**src/rtl/frame_buf_pkg.sv**
```systemverilog
// Shared frame-buffer constants: geometry defaults, FSM states and requester IDs.
package frame_buf_pkg;
  localparam int AW_DEF         = 17;
  localparam int DW_DEF         = 16;
  localparam int FRAME_SIZE_DEF = 160 * 120;

  typedef enum logic {
    ST_ARB   = 1'b0,
    ST_CLEAR = 1'b1
  } state_t;

  localparam logic REQ_A = 1'b0;
  localparam logic REQ_B = 1'b1;
endpackage

```
**src/rtl/buffer_wr_arbiter_if.sv**
```systemverilog
// One pixel-writer port: req/addr/data held until gnt on an accepting edge.
interface buffer_wr_arbiter_if #(
  parameter int AW = 17,
  parameter int DW = 16
);
  logic          req;
  logic [AW-1:0] addr;
  logic [DW-1:0] data;
  logic          gnt;

  modport master (output req, addr, data, input gnt);
  modport slave  (input req, addr, data, output gnt);
endinterface

```
**src/rtl/rr_arb2.sv**
```systemverilog
// Two-way round-robin grant; last_gnt only moves on an accepted write.
module rr_arb2
  import frame_buf_pkg::*;
(
  input  logic       clk,
  input  logic       rst,
  input  logic       en,
  input  logic [1:0] req,
  input  logic       accept,
  output logic [1:0] gnt
);
  logic last_gnt;

  always_comb begin
    gnt = 2'b00;
    if (en) begin
      case (req)
        2'b01:   gnt[REQ_A] = 1'b1;
        2'b10:   gnt[REQ_B] = 1'b1;
        // tie goes to whoever did not win last
        2'b11:   if (last_gnt == REQ_B) gnt[REQ_A] = 1'b1;
                 else                   gnt[REQ_B] = 1'b1;
        default: gnt = 2'b00;
      endcase
    end
  end

  always_ff @(posedge clk or negedge rst) begin
    if (!rst)        last_gnt <= REQ_B;
    else if (accept) last_gnt <= gnt[REQ_B] ? REQ_B : REQ_A;
  end
endmodule

```
**src/rtl/buffer_wr_arbiter.sv**
```systemverilog
// Frame-buffer write-port owner: arbitrates writers A/B and runs the frame clear sweep.
module buffer_wr_arbiter
  import frame_buf_pkg::*;
#(
  parameter int AW         = AW_DEF,
  parameter int DW         = DW_DEF,
  parameter int FRAME_SIZE = FRAME_SIZE_DEF
) (
  input  logic                clk,
  input  logic                rst,
  input  logic                clr_start,
  input  logic [DW-1:0]       clr_color,
  output logic                clr_busy,
  output logic                clr_done,
  buffer_wr_arbiter_if.slave  a_if,
  buffer_wr_arbiter_if.slave  b_if,
  output logic                wr_oob,
  output logic [AW-1:0]       mem_addr,
  output logic [DW-1:0]       mem_data,
  output logic                mem_we
);
  localparam logic [AW-1:0] LAST = AW'(FRAME_SIZE - 1);

  state_t                 st;
  logic [AW-1:0]          cnt;
  logic [DW-1:0]          color;
  logic [1:0]             req, gnt;
  logic [1:0][AW-1:0]     addr_v;
  logic [1:0][DW-1:0]     data_v;
  logic                   arb_en, acc, sel;

  assign req    = {b_if.req, a_if.req};
  assign addr_v = {b_if.addr, a_if.addr};
  assign data_v = {b_if.data, a_if.data};
  // rst gates grants so nothing looks accepted while the block is held in reset
  assign arb_en = rst && (st == ST_ARB) && !clr_start;
  assign acc    = |gnt;
  assign sel    = gnt[REQ_B] ? REQ_B : REQ_A;

  assign a_if.gnt = gnt[REQ_A];
  assign b_if.gnt = gnt[REQ_B];

  rr_arb2 u_arb (
    .clk    (clk),
    .rst    (rst),
    .en     (arb_en),
    .req    (req),
    .accept (acc),
    .gnt    (gnt)
  );

  always_ff @(posedge clk or negedge rst) begin
    if (!rst) begin
      st       <= ST_ARB;
      cnt      <= '0;
      color    <= '0;
      mem_addr <= '0;
      mem_data <= '0;
      mem_we   <= 1'b0;
      wr_oob   <= 1'b0;
      clr_busy <= 1'b0;
      clr_done <= 1'b0;
    end else begin
      mem_we   <= 1'b0;
      wr_oob   <= 1'b0;
      clr_done <= 1'b0;
      case (st)
        ST_ARB: begin
          if (clr_start) begin
            st       <= ST_CLEAR;
            color    <= clr_color;
            cnt      <= '0;
            clr_busy <= 1'b1;
          end else if (acc) begin
            mem_addr <= addr_v[sel];
            mem_data <= data_v[sel];
            if (32'(addr_v[sel]) < 32'(FRAME_SIZE)) mem_we <= 1'b1;
            else                                    wr_oob <= 1'b1;
          end
        end
        ST_CLEAR: begin
          mem_addr <= cnt;
          mem_data <= color;
          mem_we   <= 1'b1;
          cnt      <= cnt + 1'b1;
          if (cnt == LAST) begin
            st       <= ST_ARB;
            clr_busy <= 1'b0;
            clr_done <= 1'b1;
          end
        end
        default: st <= ST_ARB;
      endcase
    end
  end
endmodule
```
**src/flat_wrapper.sv**
```systemverilog
// flat-port wrapper written by rule: the top's interface ports become plain ports
module buffer_wr_arbiter_flat import frame_buf_pkg::*;
#(
  parameter int AW         = AW_DEF,
  parameter int DW         = DW_DEF,
  parameter int FRAME_SIZE = FRAME_SIZE_DEF
)
  (clk, rst, clr_start, clr_color, clr_busy, clr_done, wr_oob, mem_addr, mem_data, mem_we, a_if_req, a_if_addr, a_if_data, a_if_gnt, b_if_req, b_if_addr, b_if_data, b_if_gnt);
  buffer_wr_arbiter_if #(.AW(AW), .DW(DW)) a_if_i ();
  buffer_wr_arbiter_if #(.AW(AW), .DW(DW)) b_if_i ();
  input  logic clk;
  input  logic rst;
  input  logic clr_start;
  input  logic [DW-1:0] clr_color;
  output logic clr_busy;
  output logic clr_done;
  output logic wr_oob;
  output logic [AW-1:0] mem_addr;
  output logic [DW-1:0] mem_data;
  output logic mem_we;
  input wire logic [$bits(a_if_i.req)-1:0] a_if_req;
  input wire logic [$bits(a_if_i.addr)-1:0] a_if_addr;
  input wire logic [$bits(a_if_i.data)-1:0] a_if_data;
  output wire logic [$bits(a_if_i.gnt)-1:0] a_if_gnt;
  input wire logic [$bits(b_if_i.req)-1:0] b_if_req;
  input wire logic [$bits(b_if_i.addr)-1:0] b_if_addr;
  input wire logic [$bits(b_if_i.data)-1:0] b_if_data;
  output wire logic [$bits(b_if_i.gnt)-1:0] b_if_gnt;
  assign a_if_i.req = a_if_req;
  assign a_if_i.addr = a_if_addr;
  assign a_if_i.data = a_if_data;
  assign a_if_gnt = a_if_i.gnt;
  assign b_if_i.req = b_if_req;
  assign b_if_i.addr = b_if_addr;
  assign b_if_i.data = b_if_data;
  assign b_if_gnt = b_if_i.gnt;
  buffer_wr_arbiter #(.AW(AW), .DW(DW), .FRAME_SIZE(FRAME_SIZE)) u_core (.clk(clk), .rst(rst), .clr_start(clr_start), .clr_color(clr_color), .clr_busy(clr_busy), .clr_done(clr_done), .a_if(a_if_i), .b_if(b_if_i), .wr_oob(wr_oob), .mem_addr(mem_addr), .mem_data(mem_data), .mem_we(mem_we));
endmodule
```
**config.mk**
```make
export PLATFORM = sky130hd
export DESIGN_NAME = buffer_wr_arbiter_flat
export DESIGN_NICKNAME = d
export VERILOG_FILES = /design/src/rtl/frame_buf_pkg.sv /design/src/rtl/buffer_wr_arbiter_if.sv /design/src/rtl/rr_arb2.sv /design/src/rtl/buffer_wr_arbiter.sv /design/src/flat_wrapper.sv
export SDC_FILE = /design/constraint.sdc
export NUM_CORES = 1
export LEC_CHECK = 0
export BUFFER_PORTS_ARGS = -buffer_cell sky130_fd_sc_hd__buf_2
export CORE_UTILIZATION = 40
export DETAILED_ROUTE_END_ITERATION = 10
export PLACE_DENSITY = 0.67
export SETUP_SLACK_MARGIN = 0.02
export SYNTH_ARGS = -nofsm -noshare
export SYNTH_HDL_FRONTEND = slang
export SYNTH_SLANG_ARGS = --single-unit
export TNS_END_PERCENT = 1
```
**constraint.sdc**
```tcl
create_clock -name clk -period 1.6 [get_ports clk]
set_input_delay 0.24 -clock clk [delete_from_list [all_inputs] [get_ports clk]]
set_output_delay 0.24 -clock clk [all_outputs]
set_load 0.02 [all_outputs]
```
==> flow_summary.ini, run 1 <==
[worst_hold_path]
hold_end = u_core.color[3]$_DFFE_PN0P_
min_path_type = in2reg
hold_depth = 3
hp-start = clr_color[3]

[placed_design]
place_congestion = 0.818
detailedPlace.worstSlack_ps = -40.4
io_buffers = 125
place_hpwl_um = 6410
dp.cells = 576

[sta]
min_period_ps = 1700
worstMarginPinSlew_ps = 934
fin_ws_ps = -97.6
fin_setup_tns_ps = -317
hold_viol = 0
relSlewSlack = 0.377
rsz0062_at_grt = yes
finClkSkew_ps = 11.2
fin_crit_sh = 1.06
finalMaxSlewViolations = 0
max_freq_ghz = 0.589
setup_viol = 10

[synthesis]
synth_area_leaders = dfrtp_1 (51%), nand2_1 (9.6%), mux2i_1 (8.3%), o221ai_1 (5.0%), a22o_1 (2.5%)
synth_top_area_frac = 0.511
synth_area_per_cell_um2 = 10.1
syn_inst = 344
async_flop_share = 1.00
ys_seq_elements = 72
synth_area_mm2 = 0.00348
yosys_most_used_dff = dfrtp_1
ys_types = 44
yosysTopAreaCell = dfrtp_1
ys_seq_area_frac = 0.518
syn_nets = 432
yosys_warnings = 0
synth_edf_count = 0

[power_and_ir_drop]
seq_power_share = 0.484
ir_worst_vdd_mv = 0.478
total_power_mw = 5.01
switching_power_mw = 1.63
pwr-share-comb = 0.269
clkPwrFrac = 0.247
power_leakage_nw = 2.47
p_sw_frac = 0.325
powerDensity_mw_per_mm2 = 1090
p_int_mw = 3.38

[global_route]
grtUsageTotal = 0.204
grt_max_degree = 73
overflow = 0
grt_antenna_before_repair = 0
grt_pass1_wl_um = 14000
grt_pass1_vias = 2879

[finish]
regArea_mm2 = 0.00180
multi_input_area_mm2 = 0.00159
area_growth_pct = 32.7
fill_cells = 755
antenna_cells = 0
drive_above_1_share = 0.382
final_core_util = 0.556
fin_nets = 575
finalNonFillerCells = 595

[critical_path]
rr_endpoint = u_core.mem_addr[9]$_DFFE_PN0P_
startpoint_type = flop
arrival_ps = 1460
crit_slowest_cell = dfrtp_2
reg2reg_from = u_core.u_arb.last_gnt$_DFFE_PN1N_
crit_type = reg2out
max_stage_delay_ps = 430
startpoint = u_core.st$_DFF_PN0_
cp.required_ps = 1360
cp_top_family = flip-flops
crit_fanout = 3
cp-end-kind = primary output
path_buf_inv = 2
cp_cell_sequence = nor3b_4, buf_4, and3_4, buf_6
rr_worst_depth = 7
rrSetupSlack_ps = -40

[floorplan]
fp.dieW_um = 95.3
die_h_um = 95.3
die-area_mm2 = 0.00908
start_util = 0.419
core_area_mm2 = 0.00830
rows = 33
ioPinCount = 126

[cts]
cts_tree = yes
clock_path_buffers = 2
clockRootBuffer = clkbuf_8
cts.reportedPaths.clkPinSlew_ps = 80
cts_buffers = 9
clkSinkCount = 72
cts-htree-levels = 3
hold_buffers = 0
insertion_delay_ps = 340

[job]
max-cap-violations = 0

[routing]
wire_per_inst_um = 15.3
detail_route.iter0.violations = 127
drc = 0
postRouteAntennaNets = 0
dr.pass1.iters = 4
vias_per_cell = 5.30
wl_um = 9090
num_vias = 3152

[outcome]
violations = setup timing
outcome = complete, but fails checks
==> final cells by class <==
cell class,instances,share of cell area
Clock inverter,4,0.00488
Inverter,9,0.00786
Sequential cell,72,0.391
Multi-Input combinational cell,240,0.343
Timing Repair Buffer,155,0.195
Tap cell,105,0.0284
Clock buffer,10,0.0298
==> registers in the layout (all words and copies together) (netlist names) <==
signal / flops
u_core.u_arb.last_gnt: 1
u_core.mem_we: 1
u_core.clr_done: 1
u_core.color: 16
u_core.mem_addr: 17
u_core.clr_busy: 1
u_core.st: 1
u_core.mem_data: 16
u_core.wr_oob: 1
u_core.cnt: 17
==> cell usage after synthesis (all sizes together), types with 6 or more instances <==
library cell / count
a22o: 10
nand3: 10
o221ai: 20
o211ai: 6
clkbuf: 15
buf: 8
o21ai: 12
nand2: 89
a221oi: 7
mux2i: 29
nor2: 8
a221o: 6
nor3: 8
inv: 9
dfrtp: 71
==> tightest hold or removal path: stages <==
cell	delay (ps)
buf_2	70
nand2_1	40
nand2_1	50
==> per-stage QoR <==
stage | hold WS, ps | area, um^2
floorplan | -55.6 | 3480
global placement | 437 | 4340
detailed placement | 435 | 4340
CTS | 76.4 | 4580
global route | 79.2 | 4620
finish | 85.1 | 4620
==> cells in the final DEF, fill, tap and decap left out, drive strengths merged, types with 3 or more instances in the layout <==
| cell type | synthesis | layout |
|---|---|---|
| a221o | 6 | 6 |
| a221oi | 7 | 7 |
| a22o | 10 | 10 |
| and3 | 3 | 3 |
| buf | 8 | 155 |
| clkbuf | 15 | 10 |
| clkinv | 0 | 3 |
| dfrtp | 71 | 71 |
| inv | 9 | 9 |
| mux2i | 29 | 29 |
| nand2 | 89 | 89 |
| nand3 | 10 | 10 |
| nand4 | 4 | 4 |
| nor2 | 8 | 8 |
| nor3 | 8 | 8 |
| o211ai | 6 | 6 |
| o21ai | 12 | 12 |
| o221ai | 20 | 20 |
| o31ai | 4 | 4 |
==> repair_timing <==
item / CTS / global route
endpoints found under the setup margin: 6 / 54
gates resized for setup: 12 / 9
pin swaps: 3 / 6
buffers inserted: 5 / 0
gates cloned: 0 / 0
==> power by group through the flow <==
| stage | combinational, mW | sequential, mW | clock, mW |
|---|---|---|---|
| 2_1_floorplan | 0.563 | 2.65 | 0 |
| 3_3_place_gp | 1.30 | 2.44 | 0 |
| 3_5_place_dp | 1.33 | 2.45 | 0 |
| 4_1_cts | 1.34 | 2.43 | 1.26 |
| 5_1_grt | 1.47 | 2.47 | 1.34 |
| 6_report | 1.35 | 2.43 | 1.24 |
==> kinds of logic after synthesis <==
group	synth area share
XOR/XNOR	0.00755
buffers and inverters	0.0413
AO/OA/AOI/OAI	0.168
adder cells (fa/ha/maj)	0.00360
AND/OR/NAND/NOR	0.174
multiplexers	0.0867
flip-flops	0.518
==> worst max-delay path by stage <==
stage,to,slack (ps),depth (start not counted)
CTS,a_if_gnt,-100,4
floorplan,u_core.mem_addr[2]$_DFFE_PN0P_,70,6
global placement,a_if_gnt,20,4
detailed placement,a_if_gnt,-40,4
finish,a_if_gnt,-100,4
global route,a_if_gnt,-140,4
==> routing by layer <==
layer / vias to the layer above / track usage / wire, um
met4: 0 / 0.0795 / 150
met3: 14 / 0.0311 / 429
li1: 1542 / - / -
met5: - / 0 / 0
met2: 100 / 0.329 / 4420
met1: 1496 / 0.275 / 4090
Note: power is estimated with default switching activity, not from simulation.
==> inputs of run 2 (changes only) <==
Settings changed: PLACE_DENSITY 0.67 to 0.65.
Clock period 1.6 ns to 1.7 ns, I/O delays scaled along.
==> run 2 against run 1 <==
  * Final cell count fell by 1.2%
  * Non-clock buffer count shrank 9
  * Sequential share of layout area up 0.18 points
  * The run still ends with setup timing left
  * Critical endpoint unchanged
  * Combinational power fell by 10%
  * Largest cell class unchanged
  * Total power is 3.1% higher
  * Register-to-register slack better by 100 ps
  * Sequential power fell by 5%
  * Clock power rose by 34%
==> flow_summary.ini, run 2 (synthesis gave the netlist of run 1 again) <==
[power_and_ir_drop]
p_int_mw = 3.58
powerDensity_mw_per_mm2 = 1120
p_sw_frac = 0.307
pwr-share-comb = 0.234
ir_worst_vdd_mv = 0.494
power_leakage_nw = 2.43
seq_power_share = 0.446
clkPwrFrac = 0.321
switching_power_mw = 1.58

[cts]
clkSinkCount = 72
insertion_delay_ps = 350
clock_path_buffers = 2
cts_buffers = 9
cts_tree = yes
hold_buffers = 0
clockRootBuffer = clkbuf_8
cts.reportedPaths.clkPinSlew_ps = 80
cts-htree-levels = 3

[worst_hold_path]
min_path_type = in2reg
hold_depth = 3

[floorplan]
start_util = 0.419
die_h_um = 95.3
ioPinCount = 126
fp.dieW_um = 95.3
rows = 33
core_area_mm2 = 0.00830
die-area_mm2 = 0.00908

[finish]
finalNonFillerCells = 588
fin_nets = 566
final_common_cell = buf_2
largestRegisters = u_core.cnt: 17 flops, u_core.mem_addr: 17 flops
drive_above_1_share = 0.369
antenna_cells = 0
area_growth_pct = 32.1
most-common-layout-cells = buf_2 (122), nand2_1 (89), dfrtp_1 (70), mux2i_1 (28), buf_4 (20)
final_cell_area_mm2 = 0.00460

[routing]
vias_per_cell = 5.29
dr.pass1.iters = 4
drc = 0
postRouteAntennaNets = 0
num_vias = 3111
wire_per_inst_um = 15.3
detail_route.iter0.violations = 139
wl_um = 9020

[critical_path]
arrival_ps = 1480
rr_worst_depth = 6
max_stage_delay_ps = 430
cp.required_ps = 1440
startpoint_type = flop
crit_slowest_cell = dfrtp_2
cp_cell_sequence = nor3b_4, buf_6, and3_4, buf_6
crit_fanout = 3
cp-end-kind = primary output
crit_path_frequent_cell = buf_6
crit_type = reg2out

[global_route]
grt_pass1_wl_um = 14400
grt_max_degree = 73
grtUsageTotal = 0.211
grt_antenna_before_repair = 0
grt_pass1_vias = 2960
overflow = 0

[sta]
finClkSkew_ps = 9.18
worstMarginPinSlew_ps = 990
fin_crit_sh = 1.02
fin_ws_ps = -34.7
setup_viol = 1
finalMaxSlewViolations = 0
min_period_ps = 1730
max_freq_ghz = 0.576
rsz0062_at_grt = yes
hold_viol = 0
relSlewSlack = 0.338

[outcome]
outcome = complete, but fails checks
violations = setup timing

[placed_design]
io_buffers = 125
detailedPlace.worstSlack_ps = 39.7
place_hpwl_um = 6440
dp.cells = 568
place_congestion = 0.862
place_area_mm2 = 0.00428

[job]
max-cap-violations = 0
==> run 2: cell types whose count changed in the layout (fill, tap and decap cells not counted), sizes merged <==
cell      change
buf           -9
bufinv        +3
clkinv        -1
clkinvlp      -1
inv           +1
==> run 2: routing by layer <==
layer	global-route usage	wire, um
met5	0	0
met3	0.0303	400
met1	0.275	3960
met4	0.0922	163
met2	0.351	4490
==> run 2: metrics by stage <==
step | power (mW) | setup TNS (ps) | utilization | hold WS (ps)
floorplan | 3.02 | 0 | - | -40.6
global placement | 3.50 | 0 | 0.515 | 449
detailed placement | 3.54 | 0 | 0.515 | 450
CTS | 5.20 | -15.1 | 0.551 | 77.3
global route | 5.43 | -166 | 0.554 | 88.0
finish | 5.17 | -34.7 | 0.554 | 87.8
==> run 2: cell type report <==
class                      instances  area [um^2]
timing repair buffer             146          806
clock buffer                      10          128
fill                             757         3700
clock inverter                     6          116
tap                              105          131
sequential                        72         1800
multi-input combinational        240         1580
inverter                           9         36.3
==> run 2: worst paths after layout <==
path                       slack [ps]                   startpoint                        endpoint
min reg2reg                       480  u_core.color[2]$_DFFE_PN0P_     u_core.color[2]$_DFFE_PN0P_
min                                90                 clr_color[9]     u_core.color[9]$_DFFE_PN0P_
max                               -30          u_core.st$_DFF_PN0_                        a_if_gnt
min in group asynchronous         130                          rst  u_core.mem_addr[5]$_DFFE_PN0P_
max reg2reg                        60          u_core.st$_DFF_PN0_  u_core.mem_addr[3]$_DFFE_PN0P_
max in group asynchronous         950                          rst             u_core.st$_DFF_PN0_
==> run 2: critical path: cells and delay by family (launching register included) <==
| kind | cells | cell delay, ps |
|---|---|---|
| buffers and inverters | 2 | 260 |
| AND/OR/NAND/NOR | 2 | 460 |
| flip-flops | 1 | 430 |
==> run 2: power groups by stage <==
stage / logic [mW] / registers (mW) / clock network (mW)
final: 1.21 / 2.30 / 1.66
after global routing: 1.33 / 2.34 / 1.75
after floorplan: 0.530 / 2.49 / 0
after global placement: 1.18 / 2.32 / 0
after CTS: 1.21 / 2.30 / 1.69
after detailed placement: 1.21 / 2.33 / 0
==> run 2: timing repair <==
action / in CTS / in global routing
gates resized for setup: 7 / 7
setup buffers: 4 / 0
pin swaps: 1 / 15
setup endpoints to repair: 2 / 35
==> inputs of run 3 (changes only) <==
Settings changed: CORE_ASPECT_RATIO set to 2.
==> run 3 against run 2 <==
  * Clock skew shrank 2.3 ps
  * Routed wire length grew 3.5%
  * Global-route usage grew 1.1 points
  * Core utilization shrank 0.55 points
  * Final cell count shrank 2.0%
  * The flow now finishes without violations
  * Largest power group unchanged
  * Critical path depth shrank 1
  * Fmax grew 4.7%
==> flow_summary.ini, run 3 (synthesis gave the netlist of run 1 again) <==
[sta]
fin_ws_ps = 43.2
setup_viol = 0
rsz0062_at_grt = yes
worstMarginPinSlew_ps = 956
finalMaxSlewViolations = 0
max_freq_ghz = 0.604
fin_crit_sh = 0.975
relSlewSlack = 0.360
fin_setup_tns_ps = 0
min_period_ps = 1660
finClkSkew_ps = 6.89
hold_viol = 0

[critical_path]
crit_slowest_cell = dfrtp_2
rrSetupSlack_ps = 80
rr_endpoint = u_core.cnt[16]$_DFFE_PN0P_
reg2reg_from = u_core.cnt[1]$_DFFE_PN0P_
rr_worst_depth = 5
cp_cell_sequence = nor3b_4, and3_4, buf_2
arrival_ps = 1400
cp-end-kind = primary output
startpoint_type = flop
crit_fanout = 4
cp.required_ps = 1440
crit_type = reg2out
max_stage_delay_ps = 430

[finish]
drive_above_1_share = 0.351
largestRegisters = u_core.cnt: 17 flops, u_core.mem_addr: 17 flops
final_common_cell = buf_2
fin_nets = 561
antenna_cells = 0
area_growth_pct = 31.6
most-common-layout-cells = buf_2 (123), nand2_1 (89), dfrtp_1 (70), mux2i_1 (29), o221ai_1 (20)

[floorplan]
die-area_mm2 = 0.00910
fp.dieW_um = 68.0
rows = 47
ioPinCount = 126
start_util = 0.417
core_area_mm2 = 0.00835
die_h_um = 134

[global_route]
grtUsageMet3 = 0.0442
met2_usage = 0.375
grt_max_degree = 73
overflow = 0
grt_pass1_vias = 3113
grt_antenna_before_repair = 0
grt_pass1_wl_um = 15000
use_met1 = 0.257
grt-busiest-layer = met2
grtUsageTotal = 0.223

[worst_hold_path]
hold_depth = 3
hold_end = u_core.color[9]$_DFFE_PN0P_
min_path_type = in2reg
hp-start = clr_color[9]

[placed_design]
io_buffers = 125
place_hpwl_um = 6760
detailedPlace.worstSlack_ps = 12.4
place_congestion = 0.818

[job]
max-cap-violations = 0

[power_and_ir_drop]
power_leakage_nw = 2.44
ir_worst_vdd_mv = 0.505
powerDensity_mw_per_mm2 = 1150

[cts]
cts.reportedPaths.clkPinSlew_ps = 50
hold_buffers = 0
insertion_delay_ps = 330
cts-htree-levels = 3
cts_tree = yes
clkSinkCount = 72
clock_path_buffers = 2
cts_buffers = 9
clockRootBuffer = clkbuf_16

[routing]
wl_um = 9330
detail_route.iter0.violations = 184
num_vias = 3086
dr.pass1.iters = 4
postRouteAntennaNets = 0
drc = 0
wire_per_inst_um = 16.2
vias_per_cell = 5.36

[outcome]
outcome = finished clean
## run 3: how the worst max path moves through the flow
stage / endpoint / from / slack (ps) / cells past startpoint
floorplan: u_core.mem_addr[2]$_DFFE_PN0P_ / u_core.u_arb.last_gnt$_DFFE_PN1N_ / 170 / 6
global placement: u_core.st$_DFF_PN0_ / u_core.cnt[1]$_DFFE_PN0P_ / 20 / 5
detailed placement: u_core.st$_DFF_PN0_ / u_core.cnt[1]$_DFFE_PN0P_ / 10 / 5
CTS: u_core.cnt[16]$_DFFE_PN0P_ / u_core.cnt[1]$_DFFE_PN0P_ / 20 / 5
global route: u_core.cnt[16]$_DFFE_PN0P_ / u_core.cnt[1]$_DFFE_PN0P_ / -40 / 5
finish: a_if_gnt / u_core.st$_DFF_PN0_ / 40 / 3
## run 3: per-layer routing
metal  up-vias  part of all wire
li1       1513                 -
met3        20             0.055
met4         0             0.034
met2       108              0.53
met5         -                 0
met1      1445              0.38
## run 3: critical path, delay by kind of cell, from the launching register on
kind,cells,cell delay (ps)
buf+inv,1,160
flops,1,430
simple gates,2,480
## run 3: what timing repair did
| item | CTS | global route |
|---|---|---|
| pin swaps | 3 | 0 |
| setup endpoints to repair | 4 | 27 |
| endpoints found under the hold margin | 0 | 0 |
| resized for setup | 6 | 6 |
| buffers inserted | 2 | 0 |
## run 3: metrics by stage
stage / total power [mW] / hold WS, ps / instance area, um^2 / utilization / cells
5_1_grt: 5.54 / 121 / 4580 / 0.548 / 576
3_5_place_dp: 3.55 / 448 / 4250 / 0.508 / 558
2_1_floorplan: 3.02 / -40.6 / 3480 / - / 344
6_report: 5.26 / 119 / 4580 / 0.548 / 576
3_3_place_gp: 3.51 / 444 / 4250 / 0.508 / 558
4_1_cts: 5.31 / 109 / 4550 / 0.545 / 576
## run 3: power by group
group / internal (mW) / switching, mW / total, mW
clock network: 1.07 / 0.662 / 1.73
registers: 2.04 / 0.272 / 2.32
logic: 0.557 / 0.654 / 1.21
total: 3.67 / 1.59 / 5.26
## run 3: cell type report
type / count / area, um^2
clock buffer: 16 / 272
fill: 775 / 3770
inverter: 9 / 36.3
multi-input combinational: 240 / 1580
sequential: 72 / 1800
tap: 98 / 123
timing repair buffer: 141 / 762
